[config.mk]
export PLATFORM = sky130hd
export DESIGN_NAME = bypass_table_arbiter_flat
export DESIGN_NICKNAME = d
export VERILOG_FILES = /design/src/rtl/bypass_table_arbiter_if.sv /design/src/rtl/bypass_table_arbiter.sv /design/src/flat_wrapper.sv
export SDC_FILE = /design/constraint.sdc
export NUM_CORES = 1
export LEC_CHECK = 0
export ABC_AREA = 1
export CORE_ASPECT_RATIO = 1.1
export CORE_MARGIN = 1
export CORE_UTILIZATION = 30
export DETAILED_ROUTE_END_ITERATION = 6
export GPL_ROUTABILITY_DRIVEN = 0
export PLACE_DENSITY = 0.81
export SLEW_MARGIN = 0
export SYNTH_ARGS = -nofsm -noshare
export SYNTH_HDL_FRONTEND = slang
export SYNTH_SLANG_ARGS = --single-unit
export TNS_END_PERCENT = 50
[constraint.sdc]
create_clock -name clk -period 1.94 [get_ports clk]
set_clock_uncertainty 0.15 [all_clocks]
set_input_delay 0.582 -clock clk [delete_from_list [all_inputs] [get_ports clk]]
set_output_delay 0.582 -clock clk [all_outputs]
set_load 0.02 [all_outputs]
[src/rtl/bypass_table_arbiter_if.sv]
// Requester and table-wrapper signal bundle for bypass_table_arbiter.
// The slave modport is the arbiter's view; master is the requester/wrapper side.
interface bypass_table_arbiter_if #(
    parameter int ADDR_W = 8,
    parameter int DATA_W = 24
);
    logic              clear_req;
    logic              busy;

    logic              wr_valid;
    logic              wr_ready;
    logic [ADDR_W-1:0] wr_addr;
    logic [DATA_W-1:0] wr_data;

    logic              rd0_valid;
    logic              rd0_ready;
    logic [ADDR_W-1:0] rd0_addr;
    logic              rd1_valid;
    logic              rd1_ready;
    logic [ADDR_W-1:0] rd1_addr;

    logic              rsp0_valid;
    logic              rsp1_valid;
    logic [DATA_W-1:0] rsp_data;

    logic [ADDR_W-1:0] tbl_wr_addr;
    logic [DATA_W-1:0] tbl_wr_data;
    logic              tbl_wr_enable;
    logic [ADDR_W-1:0] tbl_rd_addr;
    logic              tbl_rd_enable;
    logic [DATA_W-1:0] tbl_rd_data;
    logic              tbl_rd_valid;

    modport slave (
        input  clear_req,
        input  wr_valid, wr_addr, wr_data,
        input  rd0_valid, rd0_addr, rd1_valid, rd1_addr,
        input  tbl_rd_data, tbl_rd_valid,
        output busy, wr_ready, rd0_ready, rd1_ready,
        output rsp0_valid, rsp1_valid, rsp_data,
        output tbl_wr_addr, tbl_wr_data, tbl_wr_enable,
        output tbl_rd_addr, tbl_rd_enable
    );

    modport master (
        output clear_req,
        output wr_valid, wr_addr, wr_data,
        output rd0_valid, rd0_addr, rd1_valid, rd1_addr,
        output tbl_rd_data, tbl_rd_valid,
        input  busy, wr_ready, rd0_ready, rd1_ready,
        input  rsp0_valid, rsp1_valid, rsp_data,
        input  tbl_wr_addr, tbl_wr_data, tbl_wr_enable,
        input  tbl_rd_addr, tbl_rd_enable
    );
endinterface

[src/rtl/bypass_table_arbiter.sv]
// Shares the single-port bypass-table wrapper between one writer and two read lanes,
// with a full-table clear sweep after reset and on request.
module bypass_table_arbiter #(
    parameter int                ADDR_W         = 8,
    parameter int                DATA_W         = 24,
    parameter logic [DATA_W-1:0] CLEAR_VALUE    = '0,
    parameter bit                CLEAR_ON_RESET = 1'b1,
    parameter int                WR_BURST_MAX   = 4
) (
    input  logic                   clk,
    input  logic                   rst_n,
    bypass_table_arbiter_if.slave  bus
);
    localparam int               BW        = $clog2(WR_BURST_MAX + 1);
    localparam logic [BW-1:0]    BURST_MAX = BW'(WR_BURST_MAX);

    typedef enum logic [0:0] {
        ST_CLEAR = 1'b0,
        ST_SERVE = 1'b1
    } state_t;

    state_t            state_q;
    logic              busy_q;
    logic [ADDR_W-1:0] clr_cnt_q;
    logic              rr_q;          // lane favoured when both lanes request
    logic [BW-1:0]     burst_q;
    logic              rd_lane_q;
    logic              rd_inflight_q;

    logic clearing;
    logic serving;
    logic rd_pending;
    logic wr_grant;
    logic rd_grant;
    logic rd_lane;
    logic rsp_fire;

    // NOTE: rst_n gates the combinational strobes so that enables and readys
    // drop the moment reset asserts, not at the next clock edge.
    always_comb begin
        clearing   = rst_n && (state_q == ST_CLEAR);
        serving    = rst_n && (state_q == ST_SERVE);
        rd_pending = bus.rd0_valid || bus.rd1_valid;
        wr_grant   = serving && bus.wr_valid && !(rd_pending && (burst_q == BURST_MAX));
        rd_grant   = serving && rd_pending && !wr_grant;
        if (bus.rd0_valid && bus.rd1_valid) begin
            rd_lane = rr_q;
        end else begin
            rd_lane = bus.rd1_valid;
        end
        rsp_fire   = rd_inflight_q && bus.tbl_rd_valid;
    end

    always_comb begin
        bus.busy       = busy_q;
        bus.wr_ready   = wr_grant;
        bus.rd0_ready  = rd_grant && !rd_lane;
        bus.rd1_ready  = rd_grant &&  rd_lane;

        bus.tbl_wr_enable = clearing || wr_grant;
        bus.tbl_wr_addr   = '0;
        bus.tbl_wr_data   = '0;
        if (clearing) begin
            bus.tbl_wr_addr = clr_cnt_q;
            bus.tbl_wr_data = CLEAR_VALUE;
        end else if (wr_grant) begin
            bus.tbl_wr_addr = bus.wr_addr;
            bus.tbl_wr_data = bus.wr_data;
        end

        bus.tbl_rd_enable = rd_grant;
        bus.tbl_rd_addr   = '0;
        if (rd_grant) begin
            bus.tbl_rd_addr = rd_lane ? bus.rd1_addr : bus.rd0_addr;
        end

        bus.rsp0_valid = rsp_fire && !rd_lane_q;
        bus.rsp1_valid = rsp_fire &&  rd_lane_q;
        bus.rsp_data   = rsp_fire ? bus.tbl_rd_data : '0;
    end

    // Sweep sequencer: the last address wraps clr_cnt_q back to zero on exit.
    always_ff @(posedge clk or negedge rst_n) begin
        if (!rst_n) begin
            state_q   <= CLEAR_ON_RESET ? ST_CLEAR : ST_SERVE;
            busy_q    <= CLEAR_ON_RESET;
            clr_cnt_q <= '0;
        end else begin
            case (state_q)
                ST_CLEAR: begin
                    clr_cnt_q <= clr_cnt_q + ADDR_W'(1);
                    if (clr_cnt_q == '1) begin
                        state_q <= ST_SERVE;
                        busy_q  <= 1'b0;
                    end
                end
                ST_SERVE: begin
                    if (bus.clear_req) begin
                        state_q   <= ST_CLEAR;
                        busy_q    <= 1'b1;
                        clr_cnt_q <= '0;
                    end
                end
                default: begin
                    state_q <= ST_SERVE;
                    busy_q  <= 1'b0;
                end
            endcase
        end
    end

    // Burst counter only limits writes while a read waits; idle cycles reset it.
    always_ff @(posedge clk or negedge rst_n) begin
        if (!rst_n) begin
            rr_q          <= 1'b0;
            burst_q       <= '0;
            rd_lane_q     <= 1'b0;
            rd_inflight_q <= 1'b0;
        end else begin
            rd_inflight_q <= rd_grant;
            if (rd_grant) begin
                rd_lane_q <= rd_lane;
                rr_q      <= !rd_lane;
            end
            if (rd_grant || !rd_pending) begin
                burst_q <= '0;
            end else if (wr_grant && (burst_q != BURST_MAX)) begin
                burst_q <= burst_q + BW'(1);
            end
        end
    end

    a_enable_exclusive: assert property (@(posedge clk) disable iff (!rst_n)
        !(bus.tbl_wr_enable && bus.tbl_rd_enable));

    a_single_grant: assert property (@(posedge clk) disable iff (!rst_n)
        $onehot0({bus.wr_ready, bus.rd0_ready, bus.rd1_ready}));

endmodule

[src/flat_wrapper.sv]
// flat-port wrapper written by rule: the top's interface ports become plain ports
module bypass_table_arbiter_flat 
#(
    parameter int                ADDR_W         = 8,
    parameter int                DATA_W         = 24,
    parameter logic [DATA_W-1:0] CLEAR_VALUE    = '0,
    parameter bit                CLEAR_ON_RESET = 1'b1,
    parameter int                WR_BURST_MAX   = 4
)
  (clk, rst_n, bus_clear_req, bus_wr_valid, bus_wr_addr, bus_wr_data, bus_rd0_valid, bus_rd0_addr, bus_rd1_valid, bus_rd1_addr, bus_tbl_rd_data, bus_tbl_rd_valid, bus_busy, bus_wr_ready, bus_rd0_ready, bus_rd1_ready, bus_rsp0_valid, bus_rsp1_valid, bus_rsp_data, bus_tbl_wr_addr, bus_tbl_wr_data, bus_tbl_wr_enable, bus_tbl_rd_addr, bus_tbl_rd_enable);
  bypass_table_arbiter_if #(.ADDR_W(ADDR_W), .DATA_W(DATA_W)) bus_i ();
  input  logic clk;
  input  logic rst_n;
  input wire logic [$bits(bus_i.clear_req)-1:0] bus_clear_req;
  input wire logic [$bits(bus_i.wr_valid)-1:0] bus_wr_valid;
  input wire logic [$bits(bus_i.wr_addr)-1:0] bus_wr_addr;
  input wire logic [$bits(bus_i.wr_data)-1:0] bus_wr_data;
  input wire logic [$bits(bus_i.rd0_valid)-1:0] bus_rd0_valid;
  input wire logic [$bits(bus_i.rd0_addr)-1:0] bus_rd0_addr;
  input wire logic [$bits(bus_i.rd1_valid)-1:0] bus_rd1_valid;
  input wire logic [$bits(bus_i.rd1_addr)-1:0] bus_rd1_addr;
  input wire logic [$bits(bus_i.tbl_rd_data)-1:0] bus_tbl_rd_data;
  input wire logic [$bits(bus_i.tbl_rd_valid)-1:0] bus_tbl_rd_valid;
  output wire logic [$bits(bus_i.busy)-1:0] bus_busy;
  output wire logic [$bits(bus_i.wr_ready)-1:0] bus_wr_ready;
  output wire logic [$bits(bus_i.rd0_ready)-1:0] bus_rd0_ready;
  output wire logic [$bits(bus_i.rd1_ready)-1:0] bus_rd1_ready;
  output wire logic [$bits(bus_i.rsp0_valid)-1:0] bus_rsp0_valid;
  output wire logic [$bits(bus_i.rsp1_valid)-1:0] bus_rsp1_valid;
  output wire logic [$bits(bus_i.rsp_data)-1:0] bus_rsp_data;
  output wire logic [$bits(bus_i.tbl_wr_addr)-1:0] bus_tbl_wr_addr;
  output wire logic [$bits(bus_i.tbl_wr_data)-1:0] bus_tbl_wr_data;
  output wire logic [$bits(bus_i.tbl_wr_enable)-1:0] bus_tbl_wr_enable;
  output wire logic [$bits(bus_i.tbl_rd_addr)-1:0] bus_tbl_rd_addr;
  output wire logic [$bits(bus_i.tbl_rd_enable)-1:0] bus_tbl_rd_enable;
  assign bus_i.clear_req = bus_clear_req;
  assign bus_i.wr_valid = bus_wr_valid;
  assign bus_i.wr_addr = bus_wr_addr;
  assign bus_i.wr_data = bus_wr_data;
  assign bus_i.rd0_valid = bus_rd0_valid;
  assign bus_i.rd0_addr = bus_rd0_addr;
  assign bus_i.rd1_valid = bus_rd1_valid;
  assign bus_i.rd1_addr = bus_rd1_addr;
  assign bus_i.tbl_rd_data = bus_tbl_rd_data;
  assign bus_i.tbl_rd_valid = bus_tbl_rd_valid;
  assign bus_busy = bus_i.busy;
  assign bus_wr_ready = bus_i.wr_ready;
  assign bus_rd0_ready = bus_i.rd0_ready;
  assign bus_rd1_ready = bus_i.rd1_ready;
  assign bus_rsp0_valid = bus_i.rsp0_valid;
  assign bus_rsp1_valid = bus_i.rsp1_valid;
  assign bus_rsp_data = bus_i.rsp_data;
  assign bus_tbl_wr_addr = bus_i.tbl_wr_addr;
  assign bus_tbl_wr_data = bus_i.tbl_wr_data;
  assign bus_tbl_wr_enable = bus_i.tbl_wr_enable;
  assign bus_tbl_rd_addr = bus_i.tbl_rd_addr;
  assign bus_tbl_rd_enable = bus_i.tbl_rd_enable;
  bypass_table_arbiter #(.ADDR_W(ADDR_W), .DATA_W(DATA_W), .CLEAR_VALUE(CLEAR_VALUE), .CLEAR_ON_RESET(CLEAR_ON_RESET), .WR_BURST_MAX(WR_BURST_MAX)) u_core (.clk(clk), .rst_n(rst_n), .bus(bus_i));
endmodule
==> impl_metrics.yaml <==
outcome:
  status: "finished, violations left"
  violations: "negative setup slack"
clock_tree:
  cts_buffer_depth: 2
  cts_sinks: 16
  clock_latency_ns: 0.26
  hold_buffers: 0
  cts_tree: "yes"
  cts.htree.levels: 1
  clockRootBuffer: "clkbuf_8"
  cts.clk_slew.worst_paths_ns: 0.07
  cts_buffers: 3
global_routing:
  grt_antenna_before_repair: 0
  track_usage: 0.269
  grt.overflow.total: 0
  grt_pass1_vias: 2428
  grt_max_degree: 23
  use_met3: 0.0342
  gr-max-usage-layer: "met2"
  grt_pass1_wl_um: 11800
  use_met2: 0.523
  grtUsageMet1: 0.298
logic_synthesis:
  seq_area_frac_synth: 0.261
  avgSynthCellArea_um2: 5.51
  syn_area_um2: 1540
  synthCells: 279
  synth.ff_latch_count: 16
  syn-num-nets: 361
  synth_cell_types: 23
  yosys_warnings: 0
cells_and_area:
  nets: 556
  area_delta_synth_final_pct: 166
  antenna-diode-count: 0
  final_cells: 529
  drive_gt1_frac: 0.486
floorplanning:
  die_y_um: 77.1
  die_area_um2: 5420
  core_region_area_um2: 4780
  initial_core_util: 0.322
  row_count: 26
  die_w_um: 70.3
  ios: 151
power_and_ir_drop:
  p_leak_nw: 2.21
  ir_drop_mv: 0.769
  p_per_area_nw_per_um2: 402
setup_path:
  startpoint_type: "register"
  crit_end: "bus_rd0_ready"
  crit_fanout: 5
  r2r-end: "u_core.bus.busy$_DFFE_PN1P_"
  cp-startpoint: "u_core.burst_q[0]$_DFFE_PN0P_"
  critPathRequiredTime_ns: 1.21
  timing.rr.start: "u_core.state_q$_DFF_PN0_"
  arrival_ns: 1.57
  worst-r2r-cell-count: 8
  r2r_setup_slack_ns: 0.37
  end_kind: "primary output"
  path_class: "register to primary output"
routing:
  first_pass_iters: 4
  antenna_left: 0
  drc: 0
  vias: 2478
  totalWireLength_um: 7570
  via_per_inst: 4.68
  drtIter0Drc: 62
  wl_per_cell_um: 14.3
place:
  dp_hpwl_um: 5100
  port_buffers: 150
  place_inst: 513
timing:
  min_period_over_period: 1.19
  layout_min_cycle_time_ns: 2.30
  max_slew_margin: 0.748
  hold_violations: 0
  rsz0062_at_grt: "true"
  setup_violations: 58
  clock.fmax_ghz: 0.435
  holdWs_ns: 0.123
  fin_ws_ns: -0.360
  worstMarginPinSlew_ns: 0.376
  drv_slew: 0
flow_run:
  maxCapViolCount: 0
min_path:
  hp-class: "input port to asynchronous set/reset pin"
## state kept, by name (all words and copies together), names as in the netlist
register,count
u_core.rd_inflight_q,1
u_core.rr_q,1
u_core.rd_lane_q,1
u_core.state_q,1
u_core.bus.busy,1
u_core.burst_q,3
u_core.clr_cnt_q,8
## metal layers
metal	routed length [um]	part of all wire
met5	0	0
met4	163	0.022
met2	4280	0.57
met3	400	0.053
met1	2730	0.36
## worst max-delay path, stage by stage, from the launching register on
cell and delay, ns:
dfrtp_1 0.41, inv_2 0.09, ha_4 0.14, nand2_4 0.06
buf_6 0.13, nand2_8 0.07, nand2_8 0.08, buf_6 0.13
nor2_4 0.08, buf_6 0.12
## area by class of cell
class,count,area [um2]
repair buffers,193,1980
multi-input cells,182,1280
fillers,272,689
flip-flops and latches,16,402
inverters,77,313
well taps,56,70.1
clock buffers,4,45.0
repair inverters,1,8.76
## report_power, final
group / internal [mW] / switching (mW)
clock network: 0.146 / 0.126
registers: 0.417 / 0.0516
logic: 0.450 / 0.455
total: 1.01 / 0.633
## logic make-up after synthesis
kind of cell / synth area share
adder cells (fa/ha/maj): 0.0244
buffers and inverters: 0.212
AO/OA/AOI/OAI: 0.0521
flip-flops: 0.261
AND/OR/NAND/NOR: 0.450
## per-stage QoR
stage | instance area [um2] | power [mW] | setup WS [ns] | utilization | TNS (ns)
after floorplan | 1740 | 0.849 | -0.0595 | - | -1.76
after CTS | 3940 | 1.60 | -0.328 | 0.823 | -13.82
final | 4090 | 1.64 | -0.360 | 0.856 | -14.96
after global placement | 3540 | 1.29 | -1.21 | 0.740 | -70.45
after detailed placement | 3540 | 1.32 | -1.26 | 0.740 | -71.85
after global routing | 4090 | 1.75 | -0.395 | 0.856 | -17.33
## cell usage in the layout, fill, tap and decap left out, drive strengths merged
cell | Yosys | routed
dlygate4sd2 | 0 | 13
dfrtp | 15 | 15
dfstp | 1 | 1
a21oi | 1 | 1
or2 | 1 | 1
clkdlybuf4s50 | 0 | 55
nand3 | 16 | 16
nand2 | 81 | 82
ha | 3 | 3
nor2 | 62 | 62
o21ai | 12 | 12
dlymetal6s2s | 0 | 6
inv | 77 | 77
buf | 3 | 119
clkinvlp | 0 | 1
clkbuf | 2 | 4
a21boi | 1 | 1
nand4 | 4 | 4
## cells in the mapped netlist (all sizes together)
library cell / count / area [um2]
nand2: 81 / 329
nor2: 62 / 252
dfrtp: 15 / 375
ha: 3 / 37.5
a21boi: 1 / 7.51
buf: 3 / 27.5
o21ai: 12 / 63.8
inv: 77 / 292
a21oi: 1 / 8.76
dfstp: 1 / 26.3
clkbuf: 2 / 7.51
or2: 1 / 6.26
nand3: 16 / 80.1
nand4: 4 / 25.0
## repair_timing
item | in CTS | in global routing
buffers inserted | 5 | 4
gates resized for setup | 514 | 40
endpoints found under the setup margin | 73 | 67
cloned | 4 | 0
pin swaps | 40 | 19
## how the worst min path moves through the flow
stage / start / endpoint / slack, ns / depth (start not counted)
after global placement: u_core.bus.busy$_DFFE_PN1P_ / u_core.bus.busy$_DFFE_PN1P_ / 0.31 / 2
after floorplan: rst_n / u_core.burst_q[0]$_DFFE_PN0P_ / 0.14 / 0
after global routing: rst_n / u_core.clr_cnt_q[3]$_DFFE_PN0P_ / 0.14 / 2
after detailed placement: u_core.bus.busy$_DFFE_PN1P_ / u_core.bus.busy$_DFFE_PN1P_ / 0.31 / 2
final: rst_n / u_core.clr_cnt_q[5]$_DFFE_PN0P_ / 0.12 / 2
after CTS: rst_n / u_core.clr_cnt_q[3]$_DFFE_PN0P_ / 0.14 / 2
No activity file was read; power rests on OpenSTA's default activity.
